## src/rtl/spi_reg_slave.sv

```systemverilog
// -----------------------------------------------------------------------------
// spi_reg_slave
//
// SPI mode-0 slave with an addressed register interface. The SPI pins are
// oversampled in the clk domain, so the block has a single clock.
//
// Each frame is MSB first: an 8-bit header followed by DATA_W data bits.
// Header bit 7 selects read (1) or write (0). Header bits [ADDR_W-1:0] give
// the register address, and the remaining header bits are ignored.
//
// Parameters
//   DATA_W       data bits per frame (8..128)
//   ADDR_W       register address bits (1..7)
//   SYNC_STAGES  synchroniser depth for sclk, cs_n and mosi (>= 2)
//
// Ports
//   clk        system clock, the only clock
//   rst        synchronous active-high reset
//   sclk       SPI clock, asynchronous to clk, idles low
//   cs_n       SPI chip select, active low, asynchronous
//   mosi       SPI data in, asynchronous
//   miso       SPI data out; 0 unless read data is being shifted out
//   wr_en      one-cycle write strobe
//   wr_addr    write address, held until the next write
//   wr_data    write data, held until the next write
//   rd_addr    read address, held until the next read
//   rd_data    register contents at rd_addr, valid 1 clk after rd_addr changes
//   busy       high while a frame is in progress
//   frame_err  one-cycle strobe on abort or overrun
// -----------------------------------------------------------------------------
module spi_reg_slave #(
  parameter int DATA_W      = 64,
  parameter int ADDR_W      = 2,
  parameter int SYNC_STAGES = 2
) (
  input  logic              clk,
  input  logic              rst,
  input  logic              sclk,
  input  logic              cs_n,
  input  logic              mosi,
  output logic              miso,
  output logic              wr_en,
  output logic [ADDR_W-1:0] wr_addr,
  output logic [DATA_W-1:0] wr_data,
  output logic [ADDR_W-1:0] rd_addr,
  input  logic [DATA_W-1:0] rd_data,
  output logic              busy,
  output logic              frame_err
);

  localparam int CNT_W = $clog2(8 + DATA_W + 1);

  // Count value at the 8th rise and at the final rise of a frame.
  localparam logic [CNT_W-1:0] HDR_LAST   = CNT_W'(7);
  localparam logic [CNT_W-1:0] FRAME_LAST = CNT_W'(8 + DATA_W - 1);

  typedef enum logic [2:0] {
    IDLE,
    HEADER,
    WDATA,
    RDATA,
    DONE
  } state_t;

  // ---------------------------------------------------------------------------
  // Input synchronisers and edge detection
  // ---------------------------------------------------------------------------
  logic [SYNC_STAGES-1:0] sclk_sync;
  logic [SYNC_STAGES-1:0] cs_sync;
  logic [SYNC_STAGES-1:0] mosi_sync;
  logic                   sclk_d;
  logic                   cs_d;

  logic sclk_s;
  logic cs_s;
  logic mosi_s;
  logic sclk_rise;
  logic sclk_fall;
  logic cs_fall;
  logic cs_rise;

  // NOTE: the chip-select chain resets to 0, not to the idle-high level. A
  // cs_n that is already low when reset releases then produces no falling
  // edge, and only a fresh high-then-low sequence starts a frame.
  always_ff @(posedge clk) begin
    if (rst) begin
      sclk_sync <= '0;
      cs_sync   <= '0;
      mosi_sync <= '0;
      sclk_d    <= 1'b0;
      cs_d      <= 1'b0;
    end else begin
      sclk_sync <= {sclk_sync[SYNC_STAGES-2:0], sclk};
      cs_sync   <= {cs_sync[SYNC_STAGES-2:0], cs_n};
      mosi_sync <= {mosi_sync[SYNC_STAGES-2:0], mosi};
      sclk_d    <= sclk_sync[SYNC_STAGES-1];
      cs_d      <= cs_sync[SYNC_STAGES-1];
    end
  end

  // All three chains have the same depth, so mosi_s is the data bit that
  // belongs to the sclk edge seen on sclk_s.
  assign sclk_s    = sclk_sync[SYNC_STAGES-1];
  assign cs_s      = cs_sync[SYNC_STAGES-1];
  assign mosi_s    = mosi_sync[SYNC_STAGES-1];
  assign sclk_rise = sclk_s & ~sclk_d;
  assign sclk_fall = ~sclk_s & sclk_d;
  assign cs_fall   = ~cs_s & cs_d;
  assign cs_rise   = cs_s & ~cs_d;

  // ---------------------------------------------------------------------------
  // Frame state and registered outputs
  // ---------------------------------------------------------------------------
  state_t              state;
  state_t              state_n;
  logic [CNT_W-1:0]    bit_cnt;
  logic [CNT_W-1:0]    bit_cnt_n;
  logic [DATA_W-1:0]   shreg;
  logic [DATA_W-1:0]   shreg_n;
  logic [DATA_W-1:0]   shift_in;
  logic [ADDR_W-1:0]   addr_q;
  logic [ADDR_W-1:0]   addr_n;
  logic                load_pend;
  logic                load_pend_n;
  logic                ovr_seen;
  logic                ovr_seen_n;
  logic                miso_n;
  logic                wr_en_n;
  logic [ADDR_W-1:0]   wr_addr_n;
  logic [DATA_W-1:0]   wr_data_n;
  logic [ADDR_W-1:0]   rd_addr_n;
  logic                frame_err_n;

  // The header is collected in the low byte of the shift register, and the
  // data bits push it out the top, so after the final rise the register holds
  // exactly the data word.
  assign shift_in = {shreg[DATA_W-2:0], mosi_s};

  // NOTE: sequential state uses non-blocking assignments only, so every
  // register samples the values from before the clock edge.
  always_ff @(posedge clk) begin
    if (rst) begin
      state     <= IDLE;
      bit_cnt   <= '0;
      shreg     <= '0;
      addr_q    <= '0;
      load_pend <= 1'b0;
      ovr_seen  <= 1'b0;
      miso      <= 1'b0;
      wr_en     <= 1'b0;
      wr_addr   <= '0;
      wr_data   <= '0;
      rd_addr   <= '0;
      frame_err <= 1'b0;
    end else begin
      state     <= state_n;
      bit_cnt   <= bit_cnt_n;
      shreg     <= shreg_n;
      addr_q    <= addr_n;
      load_pend <= load_pend_n;
      ovr_seen  <= ovr_seen_n;
      miso      <= miso_n;
      wr_en     <= wr_en_n;
      wr_addr   <= wr_addr_n;
      wr_data   <= wr_data_n;
      rd_addr   <= rd_addr_n;
      frame_err <= frame_err_n;
    end
  end

  // NOTE: every signal driven here gets its default first, so no path through
  // the case statement can leave one unassigned and infer a latch.
  always_comb begin
    state_n     = state;
    bit_cnt_n   = bit_cnt;
    shreg_n     = shreg;
    addr_n      = addr_q;
    load_pend_n = 1'b0;
    ovr_seen_n  = ovr_seen;
    miso_n      = miso;
    wr_en_n     = 1'b0;
    wr_addr_n   = wr_addr;
    wr_data_n   = wr_data;
    rd_addr_n   = rd_addr;
    frame_err_n = 1'b0;

    case (state)
      IDLE: begin
        miso_n = 1'b0;
        if (cs_fall) begin
          state_n    = HEADER;
          bit_cnt_n  = '0;
          ovr_seen_n = 1'b0;
        end
      end

      HEADER: begin
        miso_n = 1'b0;
        // Chip select rising mid-frame wins over a coincident sclk edge.
        if (cs_rise) begin
          state_n     = IDLE;
          frame_err_n = 1'b1;
        end else if (sclk_rise) begin
          shreg_n   = shift_in;
          bit_cnt_n = bit_cnt + CNT_W'(1);
          if (bit_cnt == HDR_LAST) begin
            addr_n = shift_in[ADDR_W-1:0];
            if (shift_in[7]) begin
              // Read: present the address now, and capture rd_data one
              // clk later once the register file has had a cycle to respond.
              state_n     = RDATA;
              rd_addr_n   = shift_in[ADDR_W-1:0];
              load_pend_n = 1'b1;
            end else begin
              state_n = WDATA;
            end
          end
        end
      end

      WDATA: begin
        miso_n = 1'b0;
        if (cs_rise) begin
          // Aborted writes leave wr_addr and wr_data untouched.
          state_n     = IDLE;
          frame_err_n = 1'b1;
        end else if (sclk_rise) begin
          shreg_n   = shift_in;
          bit_cnt_n = bit_cnt + CNT_W'(1);
          if (bit_cnt == FRAME_LAST) begin
            state_n   = DONE;
            wr_en_n   = 1'b1;
            wr_addr_n = addr_q;
            wr_data_n = shift_in;
          end
        end
      end

      RDATA: begin
        if (cs_rise) begin
          state_n     = IDLE;
          frame_err_n = 1'b1;
          miso_n      = 1'b0;
        end else begin
          if (load_pend) begin
            shreg_n = rd_data;
          end else if (sclk_fall) begin
            // Mode 0: change miso after the falling edge so the master
            // samples a stable bit on the next rising edge.
            miso_n  = shreg[DATA_W-1];
            shreg_n = {shreg[DATA_W-2:0], 1'b0};
          end
          if (sclk_rise) begin
            bit_cnt_n = bit_cnt + CNT_W'(1);
            if (bit_cnt == FRAME_LAST) begin
              state_n = DONE;
            end
          end
        end
      end

      DONE: begin
        if (cs_rise) begin
          state_n = IDLE;
          miso_n  = 1'b0;
        end else if (sclk_rise && !ovr_seen) begin
          // Only the first surplus clock is reported; the rest are ignored.
          frame_err_n = 1'b1;
          ovr_seen_n  = 1'b1;
        end
      end

      default: begin
        state_n = IDLE;
        miso_n  = 1'b0;
      end
    endcase
  end

  assign busy = (state != IDLE);

endmodule

```

## config.mk

```make
export PLATFORM = sky130hd
export DESIGN_NAME = spi_reg_slave
export DESIGN_NICKNAME = d
export VERILOG_FILES = /design/src/rtl/spi_reg_slave.sv
export SDC_FILE = /design/constraint.sdc
export NUM_CORES = 1
export LEC_CHECK = 0
export CELL_PAD_IN_SITES_DETAIL_PLACEMENT = 0
export CELL_PAD_IN_SITES_GLOBAL_PLACEMENT = 2
export CORE_MARGIN = 2
export CORE_UTILIZATION = 39
export CTS_CLUSTER_DIAMETER = 80
export DETAILED_ROUTE_END_ITERATION = 6
export DONT_BUFFER_PORTS = 1
export PLACE_DENSITY_LB_ADDON = 0.25
export SETUP_SLACK_MARGIN = 0.02
export SLEW_MARGIN = 40
export SYNTH_ARGS = -nofsm -noshare
export SYNTH_HDL_FRONTEND = slang
export SYNTH_SLANG_ARGS = --single-unit
export TNS_END_PERCENT = 1
```

## constraint.sdc

```tcl
create_clock -name clk -period 2.1 [get_ports clk]
set_clock_uncertainty 0.05 [all_clocks]
set_input_delay 0.315 -clock clk [delete_from_list [all_inputs] [get_ports clk]]
set_output_delay 0.315 -clock clk [all_outputs]
set_load 0.02 [all_outputs]
```

==> results of run 1 <==
## power by group through the flow
stage / Combinational [uW] / Clock, uW / Sequential [uW]
final: 205 / 2810 / 3010
after global placement: 193 / 0 / 3080
after floorplan: 166 / 0 / 3060
after CTS: 207 / 2890 / 3010
after global routing: 228 / 3010 / 3010
after detailed placement: 194 / 0 / 3080
## through the flow
step	setup WS (ns)	utilization	power [uW]	hold WS, ns	instance area (sq um)
after floorplan	0.369	-	3230	0.364	6910
after global placement	0.196	0.412	3270	0.340	7120
after detailed placement	0.175	0.412	3270	0.343	7120
after CTS	0.137	0.445	6110	0.00550	7690
after global routing	0.0490	0.445	6250	0.0108	7700
final	0.161	0.445	6020	0.0298	7700
## flip-flops by register name, summed over array words and instances (netlist names), 2 cells and up
register and cells:
cs_sync 2, wr_addr 2, wr_data 64, rd_addr 2
bit_cnt 7, mosi_sync 2, shreg 64, state 3
addr_q 2, sclk_sync 2
## path summary, 6_finish.rpt
kind           startpoint           end  slack [ns]  cells past startpoint
max              state[1]    bit_cnt[5]        0.16                      4
min                   rst      state[1]        0.03                      3
max reg2reg      state[1]    bit_cnt[5]        0.16                      4
min reg2reg  mosi_sync[0]  mosi_sync[1]        0.39                      1
## layout by cell type (no fill, tap or decap), types with 2 or more instances in the layout
cell type,synthesis,final
sky130_fd_sc_hd__a2111o_1,3,3
sky130_fd_sc_hd__a211oi_1,2,2
sky130_fd_sc_hd__a21o_1,2,2
sky130_fd_sc_hd__a21oi_1,10,10
sky130_fd_sc_hd__buf_12,0,7
sky130_fd_sc_hd__buf_4,1,6
sky130_fd_sc_hd__clkbuf_1,20,2
sky130_fd_sc_hd__clkbuf_16,0,17
sky130_fd_sc_hd__clkbuf_8,0,2
sky130_fd_sc_hd__clkinv_2,0,4
sky130_fd_sc_hd__clkinv_4,0,3
sky130_fd_sc_hd__clkinvlp_4,0,3
sky130_fd_sc_hd__dfxtp_1,157,157
sky130_fd_sc_hd__dlygate4sd3_1,0,4
sky130_fd_sc_hd__inv_1,2,2
sky130_fd_sc_hd__mux2_2,62,62
sky130_fd_sc_hd__mux2i_1,133,133
sky130_fd_sc_hd__nand2_1,205,205
sky130_fd_sc_hd__nand2b_1,7,7
sky130_fd_sc_hd__nand3_1,6,6
sky130_fd_sc_hd__nand4_1,4,4
sky130_fd_sc_hd__nor2_1,6,6
sky130_fd_sc_hd__nor2b_1,9,9
sky130_fd_sc_hd__nor3_1,7,6
sky130_fd_sc_hd__nor3b_1,2,2
sky130_fd_sc_hd__nor4_1,2,2
sky130_fd_sc_hd__o2111ai_1,3,3
sky130_fd_sc_hd__o21ai_0,5,5
sky130_fd_sc_hd__o21ai_2,2,2
sky130_fd_sc_hd__o21bai_1,2,2
sky130_fd_sc_hd__or3_1,3,3
## logic make-up after synthesis
| group | count (synthesis) | synth area share |
|---|---|---|
| fa+ha+maj | 1 | 0.00181 |
| mux | 195 | 0.294 |
| simple gates | 264 | 0.165 |
| compound gates | 40 | 0.0413 |
| flops | 157 | 0.455 |
| buf+inv | 56 | 0.0411 |
| xor+xnor | 1 | 0.00127 |
## routing by layer
metal | vias up | wire (um)
li1 | 2407 | -
met3 | 19 | 1410
met4 | 2 | 210
met1 | 2285 | 6650
met5 | - | 13
met2 | 102 | 7420
## worst min-delay path: cells and delay by family
family | cells | cell delay [ns]
AOI/OAI and AO/OA | 2 | 0.10
and+or+nand+nor | 1 | 0.03
## final cells by class
type	count	area share
Clock buffer	21	0.0598
Tap cell	225	0.0366
Inverter	3	0.00211
Multi-Input combinational cell	501	0.455
Sequential cell	157	0.408
Antenna cell	1	0.000325
Clock inverter	10	0.00894
Timing Repair Buffer	17	0.0292
## timing repair
item / in CTS / in global routing
hold endpoints to repair: 18 / 0
gates resized for setup: 0 / 2
hold buffers: 4 / 0
endpoints found under the setup margin: 0 / 30
==> flow_summary.rst, run 1 <==
.. list-table::
   :header-rows: 1

   * - Metric
     - Value
   * - Final Net Count
     - 767
   * - 1st-iter DRT viols
     - 196
   * - Status
     - finished clean
   * - Data required time of the critical path
     - 2.41 ns
   * - Post-route non-filler standard cell count
     - a little over 900
   * - Total of flip-flops plus latches after synthesis
     - 157
   * - Synth Warn #
     - 0
   * - Clock tree from TritonCTS
     - built
   * - Drt total wl
     - 15.7 mm
   * - Largest cells by area after synthesis
     - sky130_fd_sc_hd__dfxtp_1 (46%), sky130_fd_sc_hd__mux2i_1 (19%), sky130_fd_sc_hd__nand2_1 (11%), sky130_fd_sc_hd__mux2_2 (10%), sky130_fd_sc_hd__buf_2 (1.4%)
   * - Transition time at the pin with the least slew margin
     - around 0.77 ns
   * - DRT antenna net count
     - 0
   * - Setup repair after global routing missed its margin
     - false
   * - Pin count of the biggest net entering global routing
     - 64
   * - Power dissipated by switching net loads
     - roughly 1400 uW
   * - Starting density of the core
     - 0.399
   * - Fill cells
     - 1673
   * - Power share of the clock group
     - 0.466
   * - Period utilization
     - 0.923
   * - Capturing element type of the critical path
     - flip-flop
   * - Via count of the first global-routing pass
     - 4872
   * - Final HPWL from detailed placement
     - 10.4 mm
   * - Total congestion overflow after global routing
     - 0
   * - Worst Path Class, Setup
     - flip-flop to flip-flop
   * - H-tree level count
     - 4
   * - Peak-usage layer in the global routing report
     - met2
   * - Row count
     - between 40 and 50
   * - Met2 Resource Use GR
     - 0.276
   * - Overall die width
     - 137 um
   * - Vias/cell
     - a little over 5
   * - Cells after synthesis
     - 714
   * - Final routed DRC violation total
     - 0
   * - Total via count after detailed routing
     - 4815
   * - Bufs and invs on worst path
     - 0
   * - Final critical delay including setup and external delays
     - 1.94 ns
   * - Vertical extent of the die
     - 137 um
   * - Port Buffer Count
     - 0
   * - Synthesized area per cell
     - approximately 9.7 sq um
   * - Summed negative setup slack over all endpoints
     - 0 ns
   * - Core outline area
     - between 0.015 and 0.02 sq mm
   * - Num Clock Sinks
     - roughly 160
   * - Sequential area share after synthesis
     - 0.455
   * - Share of total power in combinational logic
     - 0.034
   * - GR Util met3
     - 0.0826
   * - Slew margin rel.
     - 0.488
   * - DP Cell Count
     - 899
   * - Clock-pin transition on the worst setup and hold timing paths
     - approximately 0.06 ns
   * - Gp weighted congestion
     - 0.745
   * - Slowest cell on the critical path
     - sky130_fd_sc_hd__dfxtp_1
   * - Max-slew violations
     - 0
   * - Dominant register cell in the synthesized netlist
     - sky130_fd_sc_hd__dfxtp_1
   * - First-pass DRT Iterations
     - 4
   * - Cell taking the most area after synthesis
     - sky130_fd_sc_hd__dfxtp_1
   * - Routed length per placed instance
     - 16.8 um
   * - Number of placed I/O pins
     - 141
   * - Cell-by-cell listing of the critical path
     - o21bai_1 > or3_1 > a211oi_1 > mux2i_1
   * - Register cell area after layout
     - 0.00314 sq mm
   * - First-pass GRT wire length
     - 25.3 mm
   * - Growth of design area from synthesis to finish
     - 11.5%
   * - Internal power contribution
     - 4620 uW
   * - Arr. time, crit path
     - about 2.2 ns
   * - Most frequent cell after synthesis
     - sky130_fd_sc_hd__nand2_1
   * - Count of unique library cells instantiated by Yosys
     - 53
   * - Sw frac
     - 0.232
   * - Antenna violations before repair
     - 2
   * - Proportion of netlist area held by the largest area contributor
     - 0.455
   * - Clock buffer depth
     - 2
   * - Element type at the critical path start
     - flip-flop
   * - Leakage dissipation
     - 0.00328 uW
   * - Total setup violations reported at the end of the flow
     - 0
   * - Setup repair bufs after CTS
     - 0
   * - Type of the tightest min-delay check
     - primary input to flip-flop
   * - Part of the total power dissipated in sequential elements
     - 0.500
   * - Gate family responsible for the most delay along the worst path
     - flip-flops
   * - Areal power density over the cells
     - about 800 mW/mm^2
   * - Number of nets produced by synthesis
     - 784
   * - Peak clock frequency supported by timing
     - 516 MHz
   * - VDD IR-drop max
     - 0.000661 V
   * - Critical Path Max Stage Delay
     - 0.59 ns
   * - Layout cell share with drive strength beyond 1
     - 0.164
   * - Multi-input logic area
     - between 0.003 and 0.004 sq mm
   * - Max-cap violations
     - 0
   * - GR Util met1
     - 0.201
   * - Async set-or-reset flop fraction in the synthesized netlist
     - 0
   * - Total Die Area
     - 0.0188 sq mm
   * - Total routing usage reported by global routing
     - 0.172
   * - Count of flip-flops with a built-in enable after synthesis
     - 0
   * - Number of buffers added by the clock tree synthesis step
     - 17
   * - Largest driver fanout on the critical path
     - 14
   * - Most numerous cell types in the synthesized netlist
     - sky130_fd_sc_hd__nand2_1 (205), sky130_fd_sc_hd__dfxtp_1 (157), sky130_fd_sc_hd__mux2i_1 (133), sky130_fd_sc_hd__mux2_2 (62)
   * - Post-synthesis instance area
     - 0.00691 sq mm
   * - Library cell used as clock root buffer
     - sky130_fd_sc_hd__clkbuf_16
   * - Number of hold violations in the final report
     - 0
   * - Worst skew pair latency
     - 0.42 ns
No activity file was read; power rests on OpenSTA's default activity.
==> run 2, diff against run 1 <==
--- a/config.mk
+++ b/config.mk
@@ -5,10 +5,11 @@
 export SDC_FILE = /design/constraint.sdc
 export NUM_CORES = 1
 export LEC_CHECK = 0
+export ABC_AREA = 1
 export CELL_PAD_IN_SITES_DETAIL_PLACEMENT = 0
 export CELL_PAD_IN_SITES_GLOBAL_PLACEMENT = 2
 export CORE_MARGIN = 2
-export CORE_UTILIZATION = 39
+export CORE_UTILIZATION = 34
 export CTS_CLUSTER_DIAMETER = 80
 export DETAILED_ROUTE_END_ITERATION = 6
 export DONT_BUFFER_PORTS = 1
==> run 2 against run 1 <==
Against the previous run: count of clock-buffer cells in the layout decreased by 2; design area down 1.4%; area after synthesis shrank 1.1%; non-clock buffer count fell by 1; clock power up 6%; critical path type unchanged; largest power group unchanged.
==> flow_summary.rst, run 2 <==
.. list-table::
   :header-rows: 1

   * - Metric
     - Value
   * - Status
     - finished clean (unchanged)
   * - Synthesized area per cell
     - 6.65 sq um (was 9.67 sq um)
   * - Core outline area
     - 0.0196 sq mm (was 0.0173 sq mm)
   * - Clock buffer depth
     - 2 (unchanged)
   * - Count of unique library cells instantiated by Yosys
     - 28 (was 53)
   * - Leading registers by flop count
     - shreg x64, wr_data x64, bit_cnt x7 (unchanged)
   * - Worst skew pair latency
     - 0.42 ns (about the same)
   * - Async set-or-reset flop fraction in the synthesized netlist
     - 0 (unchanged)
   * - Setup repair bufs after CTS
     - 0 (unchanged)
   * - Hold Buf Count CTS
     - 5 (was 4)
   * - Data required time of the critical path
     - 2.40 ns (was 2.41 ns)
   * - H-tree level count
     - 4 (unchanged)
   * - DRT antenna net count
     - 0 (unchanged)
   * - Row count
     - 51 (was 48)
   * - Slack of the worst reg-to-reg path
     - 0.34 ns (was 0.16 ns)
   * - Diodes inserted
     - 0 (was 1)
   * - Total congestion overflow after global routing
     - 0 (unchanged)
   * - Total Die Area
     - 0.0212 sq mm (was 0.0188 sq mm)
   * - Total routing usage reported by global routing
     - 0.165 (was 0.172)
   * - Total via count after detailed routing
     - 5781 (was 4815)
   * - Growth of design area from synthesis to finish
     - 11.2% (was 11.5%)
   * - Most frequent cell after synthesis
     - sky130_fd_sc_hd__nor2_1 (was sky130_fd_sc_hd__nand2_1)
   * - Number of placed I/O pins
     - 141 (unchanged)
   * - Num Clock Sinks
     - 157 (unchanged)
   * - Peak clock frequency supported by timing
     - 567 MHz (was 516 MHz)
   * - Antenna violations before repair
     - 0 (was 2)
   * - Starting density of the core
     - 0.348 (was 0.399)
   * - Resized cells post-CTS
     - 0 (unchanged)
   * - Hold Worst Slack
     - 0.0936 ns (was 0.0298 ns)
   * - Setup repair after global routing missed its margin
     - false (unchanged)
   * - Dominant register cell in the synthesized netlist
     - sky130_fd_sc_hd__dfxtp_1 (unchanged)
   * - Vertical extent of the die
     - 146 um (was 137 um)
   * - Largest driver fanout on the critical path
     - 6 (was 14)
   * - Cell-by-cell listing of the critical path
     - ha_1 > nand3_1 > nor2_1 > nand2_1 > nor2_1 > o21ai_0 > a21oi_1 (was o21bai_1 > or3_1 > a211oi_1 > mux2i_1)
   * - Core utilization of the finished layout
     - 0.387 (was 0.445)
   * - Total setup violations reported at the end of the flow
     - 0 (unchanged)
   * - Most common cell after layout, fill and taps aside
     - sky130_fd_sc_hd__nor2_1 (was sky130_fd_sc_hd__nand2_1)
   * - DP Worst Slack
     - 0.352 ns (was 0.175 ns)
   * - Post-synthesis instance area
     - 0.00683 sq mm (was 0.00691 sq mm)
   * - Pin count of the biggest net entering global routing
     - 72 (was 64)
   * - Final critical delay including setup and external delays
     - 1.76 ns (was 1.94 ns)
   * - Most numerous cell types in the synthesized netlist
     - sky130_fd_sc_hd__nor2_1 (300), sky130_fd_sc_hd__nand2_1 (234), sky130_fd_sc_hd__dfxtp_1 (157), sky130_fd_sc_hd__o21ai_0 (101), sky130_fd_sc_hd__inv_1 (97) (was sky130_fd_sc_hd__nand2_1 (205), sky130_fd_sc_hd__dfxtp_1 (157), sky130_fd_sc_hd__mux2i_1 (133), sky130_fd_sc_hd__mux2_2 (62))
   * - Number of buffers added by the clock tree synthesis step
     - 17 (unchanged)
   * - Number of nets produced by synthesis
     - 1096 (was 784)
   * - Final HPWL from detailed placement
     - 10.8 mm (was 10.4 mm)
   * - Number of hold violations in the final report
     - 0 (unchanged)
   * - Power, Total
     - 9330 uW (was 6020 uW)
   * - Critical Path Max Stage Delay
     - 0.40 ns (was 0.59 ns)
   * - Summed negative setup slack over all endpoints
     - 0 ns (unchanged)
   * - Layout cell share with drive strength beyond 1
     - 0.0473 (was 0.164)
   * - Leakage dissipation
     - 0.00372 uW (was 0.00328 uW)
   * - Overall die width
     - 146 um (was 137 um)
   * - Proportion of netlist area held by the largest area contributor
     - 0.460 (was 0.455)
   * - Via count of the first global-routing pass
     - 5492 (was 4872)
   * - Port Buffer Count
     - 0 (unchanged)
   * - Most frequent cells in the layout
     - sky130_fd_sc_hd__nor2_1 (299), sky130_fd_sc_hd__nand2_1 (234), sky130_fd_sc_hd__dfxtp_1 (157) (was sky130_fd_sc_hd__nand2_1 (205), sky130_fd_sc_hd__dfxtp_1 (157), sky130_fd_sc_hd__mux2i_1 (133))
   * - Most Frequent Cell on Critical Path
     - sky130_fd_sc_hd__nor2_1
   * - Drt total wl
     - 17.3 mm (was 15.7 mm)
   * - Transition time at the pin with the least slew margin
     - 0.726 ns (was 0.766 ns)
   * - Period utilization
     - 0.840 (was 0.923)
   * - Clock-pin transition on the worst setup and hold timing paths
     - 0.06 ns (about the same)
   * - Type of the tightest min-delay check
     - primary input to flip-flop (unchanged)
   * - Fin worst setup slack
     - 0.337 ns (was 0.161 ns)
   * - Largest cells by area after synthesis
     - sky130_fd_sc_hd__dfxtp_1 (46%), sky130_fd_sc_hd__nor2_1 (16%), sky130_fd_sc_hd__nand2_1 (13%), sky130_fd_sc_hd__o21ai_0 (7.4%), sky130_fd_sc_hd__inv_1 (5.3%) (was sky130_fd_sc_hd__dfxtp_1 (46%), sky130_fd_sc_hd__mux2i_1 (19%), sky130_fd_sc_hd__nand2_1 (11%), sky130_fd_sc_hd__mux2_2 (10%), sky130_fd_sc_hd__buf_2 (1.4%))
   * - First-pass DRT Iterations
     - 4 (unchanged)
   * - Clock tree from TritonCTS
     - built (unchanged)
   * - Element type at the critical path start
     - flip-flop (unchanged)
   * - VDD IR-drop max
     - 0.000478 V (was 0.000661 V)
   * - Total of flip-flops plus latches after synthesis
     - 157 (unchanged)
   * - Slew margin rel.
     - 0.514 (was 0.488)
   * - Arr. time, crit path
     - 2.06 ns (was 2.24 ns)
   * - Slowest cell on the critical path
     - sky130_fd_sc_hd__dfxtp_1 (unchanged)
   * - Routed length per placed instance
     - 13.5 um (was 16.8 um)
   * - 1st-iter DRT viols
     - 309 (was 196)
   * - Cells after synthesis
     - 1026 (was 714)
   * - Count of flip-flops with a built-in enable after synthesis
     - 0 (unchanged)
   * - Final routed DRC violation total
     - 0 (unchanged)
   * - Areal power density over the cells
     - 1230 mW/mm^2 (was 782 mW/mm^2)
   * - Synth Warn #
     - 0 (unchanged)
   * - First-pass GRT wire length
     - 28.4 mm (was 25.3 mm)
   * - Max-slew violations
     - 0 (unchanged)
   * - Capturing element type of the critical path
     - flip-flop (unchanged)
   * - Gp weighted congestion
     - 0.838 (was 0.745)
   * - Library cell used as clock root buffer
     - sky130_fd_sc_hd__clkbuf_16 (unchanged)
   * - Final Net Count
     - 1073 (was 767)
   * - Sequential area share after synthesis
     - 0.460 (was 0.455)
   * - Max-cap violations
     - 0 (unchanged)
   * - Cell taking the most area after synthesis
     - sky130_fd_sc_hd__dfxtp_1 (unchanged)
   * - Vias/cell
     - 4.52 (was 5.15)
   * - Worst Path Class, Setup
     - flip-flop to flip-flop (unchanged)
run 2: changes by cell type after synthesis, sizes merged, moves of 8 or more:
cell   change
inv       +96
mux2      -62
buf        +8
mux2i    -133
o21ai    +129
nor2b     -10
nand2     +29
nor2     +294
run 2: cell families (layout without fill, tap and decap cells):
family / after synthesis / after routing / share of synthesized area
buffers and inverters: 158 / 146 / 0.109
AOI/OAI and AO/OA: 150 / 150 / 0.112
and+or+nand+nor: 560 / 560 / 0.316
DFF: 157 / 157 / 0.460
adders and majority gates: 1 / 1 / 0.00183
run 2: power by group:
group	internal [uW]	total, uW	switching [uW]
clock network	1730	2970	1240
registers	3590	3910	320
logic	866	2450	1580
total	6190	9330	3140
run 2: through the flow:
stage / area, sq um / instances
finish: 7590 / 1279
global route: 7590 / 1279
CTS: 7590 / 1279
detailed placement: 6990 / 1244
global placement: 6990 / 1244
floorplan: 6830 / 1026
run 2: per-layer routing:
| metal | GRT usage | part of all wire | vias to the layer above |
|---|---|---|---|
| met1 | 0.209 | 0.47 | 2556 |
| met5 | 0 | 0 | - |
| li1 | - | - | 3097 |
| met3 | 0.0624 | 0.066 | 11 |
| met2 | 0.267 | 0.46 | 117 |
| met4 | 0.0397 | 0.0090 | 0 |
run 2: path summary, 6_finish.rpt:
path,startpoint,end,depth (start not counted)
setup / recovery,bit_cnt[0],addr_q[1],7
hold / removal,rd_data[40],shreg[40],4
setup reg to reg,bit_cnt[0],addr_q[1],7
hold reg to reg,sclk_sync[0],sclk_sync[1],2
run 2: layout make-up:
type                            count  area [sq um]
Fill cell                        2156         12000
Sequential cell                   157          3140
Multi-Input combinational cell    711          2960
Clock buffer                       19           433
Inverter                          100           378
Tap cell                          265           332
Timing Repair Buffer               16           220
Clock inverter                     11           121
run 2: critical path, delay by kind of cell, from the launching register on:
kind,cells,cell delay [ns]
AO/OA/AOI/OAI,2,0.25
flip-flops,1,0.40
adder cells (fa/ha/maj),1,0.22
AND/OR/NAND/NOR,4,0.78
